--- config.mk ---
export PLATFORM = sky130hd
export DESIGN_NAME = sdr_tx_sequencer
export DESIGN_NICKNAME = d
export VERILOG_FILES = /design/src/rtl/i3c_pkg.sv /design/src/rtl/sdr_tx_sequencer.sv
export SDC_FILE = /design/constraint.sdc
export NUM_CORES = 1
export LEC_CHECK = 0
export ABC_CLOCK_PERIOD_IN_PS = 3300
export CORE_MARGIN = 2
export CORE_UTILIZATION = 45
export DETAILED_ROUTE_END_ITERATION = 8
export DONT_BUFFER_PORTS = 1
export SETUP_SLACK_MARGIN = 0.02
export SLEW_MARGIN = 30
export SYNTH_ARGS = -nofsm -noshare
export SYNTH_HDL_FRONTEND = slang
export SYNTH_SLANG_ARGS = --single-unit
--- constraint.sdc ---
create_clock -name clk_i -period 3.3 [get_ports clk_i]
set_input_delay 0.33 -clock clk_i [delete_from_list [all_inputs] [get_ports clk_i]]
set_output_delay 0.33 -clock clk_i [all_outputs]
set_load 0.02 [all_outputs]
--- src/rtl/i3c_pkg.sv ---
// rtl/i3c_pkg.sv - shared I3C types for the SDR transmit sequencer
package i3c_pkg;

  typedef enum logic [1:0] {
    SeqIdle     = 2'd0,
    SeqWaitIdle = 2'd1,
    SeqSendByte = 2'd2,
    SeqSendTbit = 2'd3
  } sdr_seq_state_e;

  typedef enum logic [1:0] {
    ErrNone     = 2'd0,
    ErrUnderrun = 2'd1,
    ErrAbort    = 2'd2,
    ErrReqError = 2'd3
  } sdr_seq_err_e;

  localparam logic TbitParity = 1'b0;
  localparam logic TbitEod    = 1'b1;

  // Odd parity for controller writes; end-of-data marker (1 = more follows) for target reads.
  function automatic logic calc_tbit(input logic mode, input logic [7:0] data, input logic last);
    return (mode == TbitEod) ? ~last : ~^data;
  endfunction

endpackage

--- src/rtl/sdr_tx_sequencer.sv ---
// rtl/sdr_tx_sequencer.sv - sequences one SDR data frame as alternating byte / T-bit requests
module sdr_tx_sequencer
  import i3c_pkg::*;
#(
  parameter int CntW = 8
) (
  input  logic            clk_i,
  input  logic            rst_ni,
  input  logic            start_i,
  input  logic            abort_i,
  input  logic            tbit_mode_i,
  input  logic            data_valid_i,
  input  logic [7:0]      data_i,
  input  logic            data_last_i,
  output logic            data_ready_o,
  output logic            req_byte_o,
  output logic            req_bit_o,
  output logic [7:0]      req_value_o,
  input  logic            bus_tx_done_i,
  input  logic            bus_tx_idle_i,
  input  logic            req_error_i,
  output logic            busy_o,
  output logic            frame_done_o,
  output logic            err_o,
  output logic [1:0]      err_code_o,
  output logic [CntW-1:0] byte_cnt_o
);

  sdr_seq_state_e state_q, state_d;
  logic           last_q, last_d;
  logic           tbit_q, tbit_d;
  logic           ready_d, req_byte_d, req_bit_d, busy_d, frame_done_d, err_d;
  logic [7:0]     value_d;
  sdr_seq_err_e   err_code_d;
  logic [CntW-1:0] cnt_d;
  logic           take_byte, finish;

  always_ff @(posedge clk_i or negedge rst_ni) begin
    if (!rst_ni) begin
      state_q      <= SeqIdle;
      last_q       <= 1'b0;
      tbit_q       <= 1'b0;
      data_ready_o <= 1'b0;
      req_byte_o   <= 1'b0;
      req_bit_o    <= 1'b0;
      req_value_o  <= 8'h00;
      busy_o       <= 1'b0;
      frame_done_o <= 1'b0;
      err_o        <= 1'b0;
      err_code_o   <= 2'd0;
      byte_cnt_o   <= '0;
    end else begin
      state_q      <= state_d;
      last_q       <= last_d;
      tbit_q       <= tbit_d;
      data_ready_o <= ready_d;
      req_byte_o   <= req_byte_d;
      req_bit_o    <= req_bit_d;
      req_value_o  <= value_d;
      busy_o       <= busy_d;
      frame_done_o <= frame_done_d;
      err_o        <= err_d;
      err_code_o   <= err_code_d;
      byte_cnt_o   <= cnt_d;
    end
  end

  always_comb begin
    state_d      = state_q;
    last_d       = last_q;
    tbit_d       = tbit_q;
    ready_d      = 1'b0;
    req_byte_d   = req_byte_o;
    req_bit_d    = req_bit_o;
    value_d      = req_value_o;
    busy_d       = busy_o;
    frame_done_d = 1'b0;
    err_d        = 1'b0;
    err_code_d   = ErrNone;
    cnt_d        = byte_cnt_o;
    take_byte    = 1'b0;
    finish       = 1'b0;

    if (state_q == SeqIdle) begin
      if (start_i) begin
        cnt_d   = '0;
        busy_d  = 1'b1;
        state_d = SeqWaitIdle;
      end
    end else if (abort_i || req_error_i) begin
      // Abort outranks a transmit error, and both outrank done handling.
      finish     = 1'b1;
      err_d      = 1'b1;
      err_code_d = abort_i ? ErrAbort : ErrReqError;
    end else begin
      case (state_q)
        SeqWaitIdle: begin
          if (bus_tx_idle_i && data_valid_i) take_byte = 1'b1;
        end
        SeqSendByte: begin
          if (bus_tx_done_i) begin
            req_byte_d = 1'b0;
            req_bit_d  = 1'b1;
            value_d    = {7'b0, tbit_q};
            state_d    = SeqSendTbit;
          end
        end
        SeqSendTbit: begin
          if (bus_tx_done_i) begin
            cnt_d = byte_cnt_o + CntW'(1);
            if (last_q) begin
              finish       = 1'b1;
              frame_done_d = 1'b1;
            end else if (data_valid_i) begin
              take_byte = 1'b1;
            end else begin
              finish     = 1'b1;
              err_d      = 1'b1;
              err_code_d = ErrUnderrun;
            end
          end
        end
        default: state_d = SeqIdle;
      endcase
    end

    if (take_byte) begin
      ready_d    = 1'b1;
      last_d     = data_last_i;
      tbit_d     = calc_tbit(tbit_mode_i, data_i, data_last_i);
      req_byte_d = 1'b1;
      req_bit_d  = 1'b0;
      value_d    = data_i;
      state_d    = SeqSendByte;
    end

    if (finish) begin
      req_byte_d = 1'b0;
      req_bit_d  = 1'b0;
      value_d    = 8'h00;
      busy_d     = 1'b0;
      state_d    = SeqIdle;
    end
  end

endmodule

==> results of run 1 <==
-- critical path: stages, from the launching register on --
cell and delay [ns]:
sky130_fd_sc_hd__dfrtp_1 0.47, sky130_fd_sc_hd__inv_1 0.11, sky130_fd_sc_hd__ha_1 0.37, sky130_fd_sc_hd__or4b_4 0.57, sky130_fd_sc_hd__a21oi_4 0.23, sky130_fd_sc_hd__nand4_1 0.14, sky130_fd_sc_hd__xor2_1 0.16, sky130_fd_sc_hd__nor2_1 0.05
-- Yosys cell counts, types with 2 or more instances --
master | n | area (µm²)
sky130_fd_sc_hd__dfrtp_1 | 28 | 700.7
sky130_fd_sc_hd__nand2_1 | 15 | 56.30
sky130_fd_sc_hd__nor2_1 | 15 | 56.30
sky130_fd_sc_hd__a22o_1 | 7 | 61.31
sky130_fd_sc_hd__xor2_1 | 7 | 61.31
sky130_fd_sc_hd__ha_1 | 6 | 75.07
sky130_fd_sc_hd__xnor2_1 | 6 | 52.55
sky130_fd_sc_hd__inv_1 | 5 | 18.77
sky130_fd_sc_hd__o21ai_0 | 5 | 25.02
sky130_fd_sc_hd__a21oi_1 | 4 | 20.02
sky130_fd_sc_hd__nand3_1 | 4 | 20.02
sky130_fd_sc_hd__a211oi_1 | 3 | 22.52
sky130_fd_sc_hd__and3_1 | 3 | 18.77
sky130_fd_sc_hd__clkbuf_1 | 3 | 11.26
sky130_fd_sc_hd__nand4_1 | 3 | 18.77
sky130_fd_sc_hd__nor3_1 | 3 | 15.01
sky130_fd_sc_hd__nor2b_1 | 2 | 12.51
sky130_fd_sc_hd__o21ai_1 | 2 | 10.01
-- layout make-up --
type                       instances  area [µm²]  share of cell area (%)
sequential                        28       700.7                   46.24
clock inverter                     1       30.03                   1.982
clock buffer                       3       22.52                   1.486
tap                               33       41.29                   2.725
timing repair buffer               2       30.03                   1.982
multi-input combinational        101       668.1                   44.10
inverter                           6       22.52                   1.486
-- sequential cells by signal, indices dropped and copies added (netlist names) --
| name | cells |
|---|---|
| frame_done_o | 1 |
| data_ready_o | 1 |
| last_q | 1 |
| err_o | 1 |
| req_bit_o | 1 |
| req_value_o | 8 |
| state_q | 2 |
| tbit_q | 1 |
| busy_o | 1 |
| err_code_o | 2 |
| byte_cnt_o | 8 |
| req_byte_o | 1 |
-- routing by layer --
layer	part of all wire (%)	vias to the layer above	wire, µm
met5	0	-	0
met4	1.1	0	31
met3	8.1	4	228
met2	45	42	1270
met1	46	492	1290
li1	-	493	-
-- final timing paths --
check                                start            end  slack (ns)  cells after the start
min in group asynchronous           rst_ni  err_code_o[1]        0.43                      2
worst min register to register      tbit_q         tbit_q        0.50                      2
worst max register to register  state_q[0]  byte_cnt_o[5]        1.08                      7
worst max-delay path            state_q[0]  byte_cnt_o[5]        1.08                      7
worst min-delay path               abort_i  err_code_o[0]        0.04                      1
max in group asynchronous           rst_ni         tbit_q        2.72                      2
-- timing repair --
action,CTS,global route
setup buffers,0,0
hold endpoints to repair,28,0
resized for setup,0,0
hold buffers,2,0
-- logic make-up after synthesis --
group | after synthesis | synth area share (%)
muxes | 2 | 1.516
xor gates and xnor gates | 13 | 8.118
and+or+nand+nor | 50 | 16.86
buffers and inverters | 9 | 2.408
AOI/OAI and AO/OA | 30 | 15.79
DFF | 28 | 49.96
adders and majority gates | 6 | 5.352
-- where the power goes --
group	internal [mW]	switching (mW)	total [mW]	leakage [nW]
clock	0.123	0.102	0.225	0.0279
sequential	0.403	0.111	0.514	0.378
combinational	0.109	0.169	0.278	0.305
total	0.635	0.382	1.02	0.711
==> impl_metrics.prom, run 1 <==
# TYPE chip_impl_metric gauge
chip_impl_metric{name="buffers_added_on_ports",unit=""} 0
chip_impl_info{name="rsz0062_at_grt",value="false"} 1
chip_impl_info{name="outcome",value="complete, no violations"} 1
chip_impl_metric{name="finalWeightedCongestion",unit=""} 0.8084
chip_impl_metric{name="synth.yosys.warnings",unit=""} 0
chip_impl_metric{name="tightestPinTransition",unit="ns"} 0.4577
chip_impl_metric{name="grt_use_met1",unit="%"} 23.55
chip_impl_metric{name="wire_per_inst",unit="µm"} 16.21
chip_impl_metric{name="post-layout-total-power",unit="mW"} 1.017
chip_impl_metric{name="drc",unit=""} 0
chip_impl_metric{name="layoutNonFillerInstCount",unit=""} 174
chip_impl_metric{name="placeableCoreArea",unit="µm²"} 3003
chip_impl_metric{name="first_pass_grt_wire_length",unit="mm"} 4.747
chip_impl_info{name="worst_setup_path_start_kind",value="flop"} 1
chip_impl_metric{name="number_of_synthesized_flops_with_an_enable_pin",unit=""} 0
chip_impl_metric{name="area.growth.synth_to_final",unit="%"} 8.028
chip_impl_metric{name="dieHeight",unit="µm"} 59.83
chip_impl_info{name="commonest_non_fill_non_tap_cell_in_the_layout",value="sky130_fd_sc_hd__dfrtp_1"} 1
chip_impl_info{name="synth-main-ff-cell",value="sky130_fd_sc_hd__dfrtp_1"} 1
chip_impl_metric{name="postLayoutCoreUtil",unit="%"} 50.46
chip_impl_metric{name="relSlewSlack",unit="%"} 69.49
chip_impl_metric{name="power.leakage",unit="nW"} 0.7113
chip_impl_metric{name="power_per_cell_area",unit="nW/µm²"} 671.1
chip_impl_metric{name="detail_routed_via_count_per_cell",unit=""} 5.925
chip_impl_info{name="worstSetupEndpointType",value="flop"} 1
chip_impl_metric{name="maximum_clock_insertion_buffer_count",unit=""} 2
chip_impl_metric{name="cts_made_buffers",unit=""} 3
chip_impl_metric{name="track_usage",unit="%"} 17.32
chip_impl_metric{name="tritoncts_num_sinks",unit=""} 28
chip_impl_metric{name="place_inst",unit=""} 168
chip_impl_metric{name="std_cell_rows",unit=""} 20
chip_impl_metric{name="die_x",unit="µm"} 59.83
chip_impl_metric{name="yosysUniqueCellTypes",unit=""} 35
chip_impl_metric{name="drt_pre_antenna_iters",unit=""} 4
chip_impl_metric{name="tns",unit="ns"} 0
chip_impl_metric{name="crit_required",unit="ns"} 3.52
chip_impl_metric{name="syn-mean-instance-area",unit="µm²"} 10.16
chip_impl_metric{name="cp_max_fo",unit=""} 14
chip_impl_metric{name="ys_seq_area_share",unit="%"} 49.96
chip_impl_metric{name="max-vdd-ir-drop",unit="µV"} 289.7
chip_impl_metric{name="final.period_utilization",unit="%"} 67.14
chip_impl_metric{name="post-route-cell-area",unit="µm²"} 1515
chip_impl_metric{name="drt_iter0_markers",unit=""} 46
chip_impl_metric{name="design.die.area",unit="µm²"} 3580
chip_impl_metric{name="final-setup-viol-count",unit=""} 0
chip_impl_metric{name="mappedNetlistArea",unit="µm²"} 1403
chip_impl_info{name="criticalPathCategory",value="reg -> reg"} 1
chip_impl_metric{name="async_sr_flop_fraction",unit="%"} 100.0
chip_impl_metric{name="postRouteWirelength",unit="mm"} 2.820
chip_impl_metric{name="gr-usage-met3",unit="%"} 5.411
chip_impl_info{name="holdCritPathClass",value="in -> reg"} 1
chip_impl_metric{name="floorplan.initialDensity",unit="%"} 46.71
chip_impl_metric{name="postSynthNetCount",unit=""} 162
chip_impl_info{name="grt-busiest-layer",value="met2"} 1
chip_impl_info{name="clock_root_buffer",value="sky130_fd_sc_hd__clkbuf_4"} 1
chip_impl_metric{name="number_of_hold_slack_violations_in_the_final_timing_report",unit=""} 0
chip_impl_metric{name="grt_util_met2",unit="%"} 26.40
chip_impl_metric{name="layout.nets",unit=""} 166
chip_impl_metric{name="placed_area",unit="µm²"} 1433
chip_impl_metric{name="layout.filler_cells",unit=""} 280
chip_impl_info{name="layout.cells.most_common_list",value="sky130_fd_sc_hd__dfrtp_1 (28), sky130_fd_sc_hd__nand2_1 (15), sky130_fd_sc_hd__nor2_1 (15)"} 1
chip_impl_metric{name="io_pins",unit=""} 42
chip_impl_metric{name="dp_hpwl",unit="mm"} 2.039
chip_impl_metric{name="later_pin_clock_latency_in_the_skew_report",unit="ns"} 0.32
chip_impl_metric{name="setup_slack",unit="ns"} 1.084
chip_impl_metric{name="timing.critical_path.arrival",unit="ns"} 2.43
chip_impl_metric{name="vias",unit=""} 1031
chip_impl_metric{name="grt_overflow",unit=""} 0
chip_impl_metric{name="clk_pin_slew_worst_paths",unit="ns"} 0.15
chip_impl_metric{name="diodes_inserted",unit=""} 0
chip_impl_metric{name="fmax",unit="GHz"} 0.4513
chip_impl_metric{name="timing_max_transition_violations_final",unit=""} 0
chip_impl_metric{name="final.hold.worst_slack",unit="ns"} 0.04266
chip_impl_metric{name="htreeDepth",unit=""} 1
chip_impl_metric{name="worst_clock_skew",unit="ns"} 0.001422
chip_impl_metric{name="final.min_clock_period",unit="ns"} 2.216
chip_impl_metric{name="drive_gt1_share",unit="%"} 7.092
chip_impl_metric{name="final_antenna_net_count",unit=""} 0
chip_impl_metric{name="synth_seq_cells",unit=""} 28
chip_impl_metric{name="number_of_antenna_violations_at_the_first_check_in_global_routing",unit=""} 0
chip_impl_metric{name="pin_count_of_the_biggest_net_entering_global_routing",unit=""} 29
chip_impl_metric{name="netlist_instances",unit=""} 138
chip_impl_metric{name="pre_cts_slack",unit="ns"} 1.141
chip_impl_info{name="cts_tree",value="done"} 1
chip_impl_metric{name="max_cap_viol_count",unit=""} 0
chip_impl_metric{name="grt_pass1_vias",unit=""} 1049
No activity file was read; power rests on OpenSTA's default activity.
==> inputs of run 2 (changes only) <==
ABC_CLOCK_PERIOD_IN_PS = 1900   (was 3300)
clock period = 1.9 ns   (was 3.3 ns; I/O delays follow)
==> run 2 against run 1 <==
  * Power up 77%
  * Cell count increased by 12%
  * Critical path type unchanged
  * Largest cell class unchanged
  * Highest routed layer unchanged
  * Critical endpoint is now byte_cnt_o[4]
  * Clock skew grew 0.0030 ns
==> impl_metrics.prom, run 2 (synthesis results as in run 1) <==
# TYPE chip_impl_metric gauge
chip_impl_metric{name="diodes_inserted",unit=""} 0
chip_impl_metric{name="die_x",unit="µm"} 59.83
chip_impl_metric{name="internal_power",unit="mW"} 1.106
chip_impl_metric{name="post-layout-total-power",unit="mW"} 1.800
chip_impl_metric{name="htreeDepth",unit=""} 1
chip_impl_metric{name="first_pass_grt_wire_length",unit="mm"} 4.740
chip_impl_info{name="outcome",value="complete, no violations"} 1
chip_impl_metric{name="pre_cts_slack",unit="ns"} 0.01269
chip_impl_metric{name="grt_pass1_vias",unit=""} 1109
chip_impl_metric{name="p_sw",unit="mW"} 0.6943
chip_impl_info{name="holdCritPathClass",value="in -> reg"} 1
chip_impl_metric{name="finalWeightedCongestion",unit=""} 0.8352
chip_impl_metric{name="cp_max_fo",unit=""} 6
chip_impl_metric{name="clk_pin_slew_worst_paths",unit="ns"} 0.15
chip_impl_metric{name="drive_gt1_share",unit="%"} 16.67
chip_impl_metric{name="sequentialPowerShare",unit="%"} 48.9
chip_impl_metric{name="register_area",unit="µm²"} 700.7
chip_impl_metric{name="drt_iter0_markers",unit=""} 39
chip_impl_metric{name="reg2reg_slack",unit="ns"} 0.03
chip_impl_metric{name="pwr-share-comb",unit="%"} 35.2
chip_impl_metric{name="power.leakage",unit="nW"} 0.8009
chip_impl_info{name="layout_top_registers",value="byte_cnt_o x8, req_value_o x8"} 1
chip_impl_metric{name="multiInputGateArea",unit="µm²"} 691.9
chip_impl_metric{name="final_antenna_net_count",unit=""} 0
chip_impl_metric{name="max_cap_viol_count",unit=""} 0
chip_impl_info{name="cts_tree",value="done"} 1
chip_impl_metric{name="switching_power_as_a_share_of_total_power",unit="%"} 38.57
chip_impl_metric{name="design.die.area",unit="µm²"} 3580
chip_impl_metric{name="postRouteWirelength",unit="mm"} 3.021
chip_impl_metric{name="setup_slack",unit="ns"} 0.03198
chip_impl_metric{name="drt_pre_antenna_iters",unit=""} 5
chip_impl_metric{name="vias",unit=""} 1077
chip_impl_metric{name="floorplan.initialDensity",unit="%"} 46.71
chip_impl_metric{name="relSlewSlack",unit="%"} 69.82
chip_impl_metric{name="cts_made_buffers",unit=""} 3
chip_impl_metric{name="layout.filler_cells",unit=""} 267
chip_impl_metric{name="worst_clock_skew",unit="ns"} 0.004398
chip_impl_metric{name="maximum_clock_insertion_buffer_count",unit=""} 2
chip_impl_metric{name="timing_max_transition_violations_final",unit=""} 0
chip_impl_metric{name="final-setup-viol-count",unit=""} 0
chip_impl_info{name="layout.cells.most_common_list",value="sky130_fd_sc_hd__dfrtp_1 (28), sky130_fd_sc_hd__nor2_1 (15), sky130_fd_sc_hd__nand2_1 (12), sky130_fd_sc_hd__dlygate4sd3_1 (12), sky130_fd_sc_hd__buf_4 (10)"} 1
chip_impl_metric{name="placeableCoreArea",unit="µm²"} 3003
chip_impl_info{name="rsz0062_at_grt",value="true"} 1
chip_impl_info{name="clock_root_buffer",value="sky130_fd_sc_hd__clkbuf_4"} 1
chip_impl_metric{name="crit_required",unit="ns"} 2.12
chip_impl_metric{name="final.min_clock_period",unit="ns"} 1.868
chip_impl_metric{name="number_of_antenna_violations_at_the_first_check_in_global_routing",unit=""} 0
chip_impl_metric{name="layout.nets",unit=""} 187
chip_impl_metric{name="tightestPinTransition",unit="ns"} 0.4492
chip_impl_metric{name="track_usage",unit="%"} 17.30
chip_impl_metric{name="dieHeight",unit="µm"} 59.83
chip_impl_metric{name="later_pin_clock_latency_in_the_skew_report",unit="ns"} 0.32
chip_impl_metric{name="grt_overflow",unit=""} 0
chip_impl_metric{name="detail_routed_via_count_per_cell",unit=""} 5.523
chip_impl_info{name="commonest_non_fill_non_tap_cell_in_the_layout",value="sky130_fd_sc_hd__dfrtp_1"} 1
chip_impl_metric{name="wire_per_inst",unit="µm"} 15.49
chip_impl_info{name="worst_setup_path_start_kind",value="flop"} 1
chip_impl_metric{name="final.period_utilization",unit="%"} 98.32
chip_impl_metric{name="power_per_cell_area",unit="nW/µm²"} 1054
chip_impl_metric{name="postLayoutCoreUtil",unit="%"} 56.88
chip_impl_metric{name="area.growth.synth_to_final",unit="%"} 21.77
chip_impl_metric{name="power.share.clock",unit="%"} 15.9
chip_impl_metric{name="drc",unit=""} 0
chip_impl_metric{name="timing.critical_path.arrival",unit="ns"} 2.08
chip_impl_metric{name="io_pins",unit=""} 42
chip_impl_info{name="worstSetupEndpointType",value="flop"} 1
chip_impl_metric{name="dp_hpwl",unit="mm"} 2.107
chip_impl_info{name="criticalPathCategory",value="reg -> reg"} 1
chip_impl_metric{name="buffers_added_on_ports",unit=""} 0
chip_impl_metric{name="max-vdd-ir-drop",unit="µV"} 454.6
chip_impl_metric{name="fmax",unit="GHz"} 0.5353
chip_impl_metric{name="std_cell_rows",unit=""} 20
chip_impl_metric{name="number_of_hold_slack_violations_in_the_final_timing_report",unit=""} 0
chip_impl_metric{name="tritoncts_num_sinks",unit=""} 28
chip_impl_metric{name="pin_count_of_the_biggest_net_entering_global_routing",unit=""} 29
==> run 2: cell count changes in the layout (fill, tap and decap cells not counted), sizes merged <==
cell and change:
clkbuf +1, buf +10, dlygate4sd3 +11, bufinv -1
==> run 2: final timing paths <==
path | startpoint | endpoint | depth (start not counted)
worst max-delay path | state_q[1] | byte_cnt_o[4] | 7
worst min-delay path | start_i | busy_o | 2
worst max register to register | state_q[1] | byte_cnt_o[4] | 7
worst min register to register | tbit_q | tbit_q | 2
max in group asynchronous | rst_ni | req_value_o[1] | 2
min in group asynchronous | rst_ni | byte_cnt_o[2] | 2
==> run 2: power groups by stage <==
stage          combinational [mW]  sequential (mW)  clock, mW
6_report                    0.633            0.880      0.287
5_1_grt                     0.710            0.899      0.328
4_1_cts                     0.575            0.880      0.297
3_5_place_dp                0.514            0.899          0
3_3_place_gp                0.495            0.893          0
2_1_floorplan               0.390            0.879          0
==> run 2: timing repair <==
item,in CTS,in global routing
pin swaps,1,8
endpoints found under the setup margin,3,8
endpoints found under the hold margin,38,1
resized for setup,0,8
hold buffers,12,1
gates cloned,0,0
setup buffers,1,4
==> run 2: layout make-up <==
type                            count  share of cell area (%)
Inverter                            6                   1.319
Sequential cell                    28                   41.03
Clock buffer                        4                   2.125
Tap cell                           33                   2.418
Multi-Input combinational cell    101                   40.51
Timing Repair Buffer               23                   12.60
==> run 2: metal layers <==
metal / vias up / track usage, % / part of all wire [%]
met2: 32 / 28.42 / 48
met4: 0 / 4.762 / 1.2
met1: 511 / 22.15 / 45
met5: - / 0 / 0
li1: 530 / - / -
met3: 4 / 4.978 / 5.6
==> run 2: critical path: stages (launching register included) <==
cell                      delay [ns]
sky130_fd_sc_hd__dfrtp_1        0.41
sky130_fd_sc_hd__inv_2          0.07
sky130_fd_sc_hd__ha_4           0.16
sky130_fd_sc_hd__or4b_4         0.51
sky130_fd_sc_hd__a21oi_4        0.26
sky130_fd_sc_hd__nand4_1        0.14
sky130_fd_sc_hd__xor2_1         0.16
sky130_fd_sc_hd__nor2_1         0.06
==> run 2: per-stage QoR <==
stage          area [µm²]  TNS, ns  std cells  hold slack (ns)
6_report             1708        0        195          0.01798
5_1_grt              1708  -0.2032        195          0.03940
4_1_cts              1644        0        190         0.005269
3_5_place_dp         1470        0        173          -0.1050
3_3_place_gp         1470        0        173          -0.1051
2_1_floorplan        1403        0        138          -0.1056
==> inputs of run 3 (changes only) <==
CORE_MARGIN = default   (was 2)
REMOVE_ABC_BUFFERS = 1   (was default)
==> run 3 against run 2 <==
  * The flow now finishes with violations (DRC)
  * Power up 7.2%
  * Clock skew down 0.0011 ns
  * Hold slack better by 0.0053 ns
  * Combinational power up 3%
  * Non-clock buffer count up 1
  * Clock power up 38%
  * Sequential power up 0.6%
==> impl_metrics.prom, run 3 (synthesis results as in run 1) <==
# TYPE chip_impl_metric gauge
chip_impl_metric{name="reg2reg_slack",unit="ns"} 0.04
chip_impl_metric{name="drt_iter0_markers",unit=""} 54
chip_impl_metric{name="detail_routed_via_count_per_cell",unit=""} 5.670
chip_impl_metric{name="floorplan.initialDensity",unit="%"} 49.17
chip_impl_info{name="cts_tree",value="done"} 1
chip_impl_metric{name="final.hold.worst_slack",unit="ns"} 0.02330
chip_impl_metric{name="vias",unit=""} 1100
chip_impl_metric{name="later_pin_clock_latency_in_the_skew_report",unit="ns"} 0.33
chip_impl_metric{name="cts_made_buffers",unit=""} 3
chip_impl_info{name="clock_root_buffer",value="sky130_fd_sc_hd__clkbuf_4"} 1
chip_impl_metric{name="final_antenna_net_count",unit=""} 0
chip_impl_info{name="outcome",value="finished with violations"} 1
chip_impl_info{name="worstSetupEndpointType",value="flop"} 1
chip_impl_metric{name="slowest_delay",unit="ns"} 0.53
chip_impl_info{name="cp_cell_sequence",value="inv_2, ha_4, or4b_4, a21oi_4, nand4_1, xor2_1, nor2_1"} 1
chip_impl_info{name="cp-startpoint",value="state_q[0]"} 1
chip_impl_metric{name="cp_max_fo",unit=""} 6
chip_impl_metric{name="final.min_clock_period",unit="ns"} 1.863
chip_impl_metric{name="grt_overflow",unit=""} 0
chip_impl_info{name="violations",value="DRC"} 1
chip_impl_metric{name="io_pins",unit=""} 42
chip_impl_metric{name="timing.critical_path.arrival",unit="ns"} 2.14
chip_impl_metric{name="track_usage",unit="%"} 19.10
chip_impl_metric{name="crit_required",unit="ns"} 2.17
chip_impl_info{name="critical_path.endpoint",value="byte_cnt_o[4]"} 1
chip_impl_metric{name="layout.nets",unit=""} 188
chip_impl_info{name="crit-reg2reg-capture",value="byte_cnt_o[4]"} 1
chip_impl_metric{name="finalWeightedCongestion",unit=""} 0.7915
chip_impl_metric{name="placed_area",unit="µm²"} 1475
chip_impl_metric{name="dp_hpwl",unit="mm"} 2.114
chip_impl_metric{name="dieHeight",unit="µm"} 57.83
chip_impl_metric{name="number_of_hold_slack_violations_in_the_final_timing_report",unit=""} 0
chip_impl_metric{name="diodes_inserted",unit=""} 0
chip_impl_metric{name="fmax",unit="GHz"} 0.5368
chip_impl_metric{name="cp.buffers_inverters",unit=""} 1
chip_impl_metric{name="drc",unit=""} 2
chip_impl_info{name="commonest_non_fill_non_tap_cell_in_the_layout",value="sky130_fd_sc_hd__dfrtp_1"} 1
chip_impl_metric{name="postLayoutCoreUtil",unit="%"} 60.96
chip_impl_metric{name="max_cap_viol_count",unit=""} 0
chip_impl_metric{name="pin_count_of_the_biggest_net_entering_global_routing",unit=""} 29
chip_impl_metric{name="tightestPinTransition",unit="ns"} 0.3734
chip_impl_metric{name="placeableCoreArea",unit="µm²"} 2853
chip_impl_info{name="cell_with_the_largest_stage_delay_on_the_worst_path",value="sky130_fd_sc_hd__or4b_4"} 1
chip_impl_metric{name="layoutNonFillerInstCount",unit=""} 194
chip_impl_metric{name="power.leakage",unit="nW"} 0.8127
chip_impl_metric{name="final.period_utilization",unit="%"} 98.06
chip_impl_metric{name="place_inst",unit=""} 172
chip_impl_metric{name="final-setup-viol-count",unit=""} 0
chip_impl_info{name="rr_startpoint",value="state_q[0]"} 1
chip_impl_metric{name="wire_per_inst",unit="µm"} 15.64
chip_impl_metric{name="drt_pre_antenna_iters",unit=""} 6
chip_impl_metric{name="post-route-cell-area",unit="µm²"} 1739
chip_impl_metric{name="postRouteWirelength",unit="mm"} 3.035
chip_impl_metric{name="die_x",unit="µm"} 57.83
chip_impl_info{name="criticalPathCategory",value="reg -> reg"} 1
chip_impl_info{name="worst_setup_path_start_kind",value="flop"} 1
chip_impl_metric{name="maximum_clock_insertion_buffer_count",unit=""} 2
chip_impl_metric{name="grt_pass1_vias",unit=""} 1106
chip_impl_metric{name="clk_pin_slew_worst_paths",unit="ns"} 0.16
chip_impl_metric{name="relSlewSlack",unit="%"} 75.02
chip_impl_metric{name="max-vdd-ir-drop",unit="µV"} 423.8
chip_impl_metric{name="htreeDepth",unit=""} 1
chip_impl_metric{name="drive_gt1_share",unit="%"} 19.02
chip_impl_info{name="layout_top_registers",value="byte_cnt_o x8, req_value_o x8"} 1
chip_impl_metric{name="design.die.area",unit="µm²"} 3344
chip_impl_info{name="worst_path_dominant_cell_family",value="simple AND/OR/NAND/NOR gates"} 1
chip_impl_metric{name="worst-path-stages",unit=""} 7
chip_impl_metric{name="reg2reg_depth",unit=""} 7
chip_impl_info{name="layout.cells.most_common_list",value="sky130_fd_sc_hd__dfrtp_1 (28), sky130_fd_sc_hd__nor2_1 (15), sky130_fd_sc_hd__nand2_1 (13)"} 1
chip_impl_metric{name="std_cell_rows",unit=""} 19
chip_impl_metric{name="timing_max_transition_violations_final",unit=""} 0
chip_impl_metric{name="worst_clock_skew",unit="ns"} 0.003327
chip_impl_metric{name="buffers_added_on_ports",unit=""} 0
chip_impl_metric{name="first_pass_grt_wire_length",unit="mm"} 4.809
chip_impl_metric{name="number_of_antenna_violations_at_the_first_check_in_global_routing",unit=""} 0
chip_impl_info{name="holdCritPathClass",value="in -> reg"} 1
chip_impl_metric{name="tritoncts_num_sinks",unit=""} 28
chip_impl_metric{name="layout.filler_cells",unit=""} 245
chip_impl_metric{name="area.growth.synth_to_final",unit="%"} 24.00
chip_impl_metric{name="power_per_cell_area",unit="nW/µm²"} 1110
chip_impl_info{name="rsz0062_at_grt",value="true"} 1
==> run 3: worst min-delay path by stage <==
stage	start	endpoint	slack, ns	depth (start not counted)
2_1_floorplan	rst_ni	busy_o	-0.11	0
3_3_place_gp	rst_ni	err_code_o[1]	-0.11	0
3_5_place_dp	rst_ni	err_code_o[1]	-0.11	0
4_1_cts	bus_tx_done_i	frame_done_o	0.01	2
5_1_grt	bus_tx_done_i	frame_done_o	0.02	2
6_report	abort_i	err_code_o[1]	0.02	2
==> run 3: metrics by stage <==
stage                     power (mW)  worst slack, ns  setup TNS [ns]
after detailed placement       1.423          0.02121               0
final                          1.931          0.03694               0
after floorplan                1.258         -0.07271         -0.2322
after global placement         1.407           0.1119               0
after CTS                      1.864          0.03784               0
after global routing           2.052         -0.06946         -0.1502
==> run 3: final cells by class <==
class | count | area [µm²] | area share [%]
sequential | 28 | 700.7 | 40.29
tap | 31 | 38.79 | 2.230
inverter | 6 | 22.52 | 1.295
clock inverter | 1 | 30.03 | 1.727
timing repair buffer | 24 | 222.7 | 12.81
multi-input combinational | 101 | 701.9 | 40.36
clock buffer | 3 | 22.52 | 1.295
==> run 3: routing by layer <==
metal | GRT usage, % | vias to the layer above | wire [µm]
li1 | - | 533 | -
met1 | 22.00 | 525 | 1323
met2 | 33.83 | 40 | 1524
met3 | 5.134 | 2 | 165
met4 | 7.143 | 0 | 23
met5 | 0 | - | 0
==> run 3: power by group <==
part	total (mW)	leakage (nW)	internal, mW	switching [mW]
Sequential	0.885	0.378	0.700	0.186
Combinational	0.650	0.407	0.301	0.349
Clock	0.396	0.0279	0.213	0.182
Total	1.93	0.813	1.21	0.716
==> run 3: timing repair <==
item	in CTS	in global routing
hold endpoints to repair	39	0
hold buffers	13	0
gates resized for setup	0	11
setup endpoints to repair	1	20
pin swaps	1	9
setup buffers	1	4
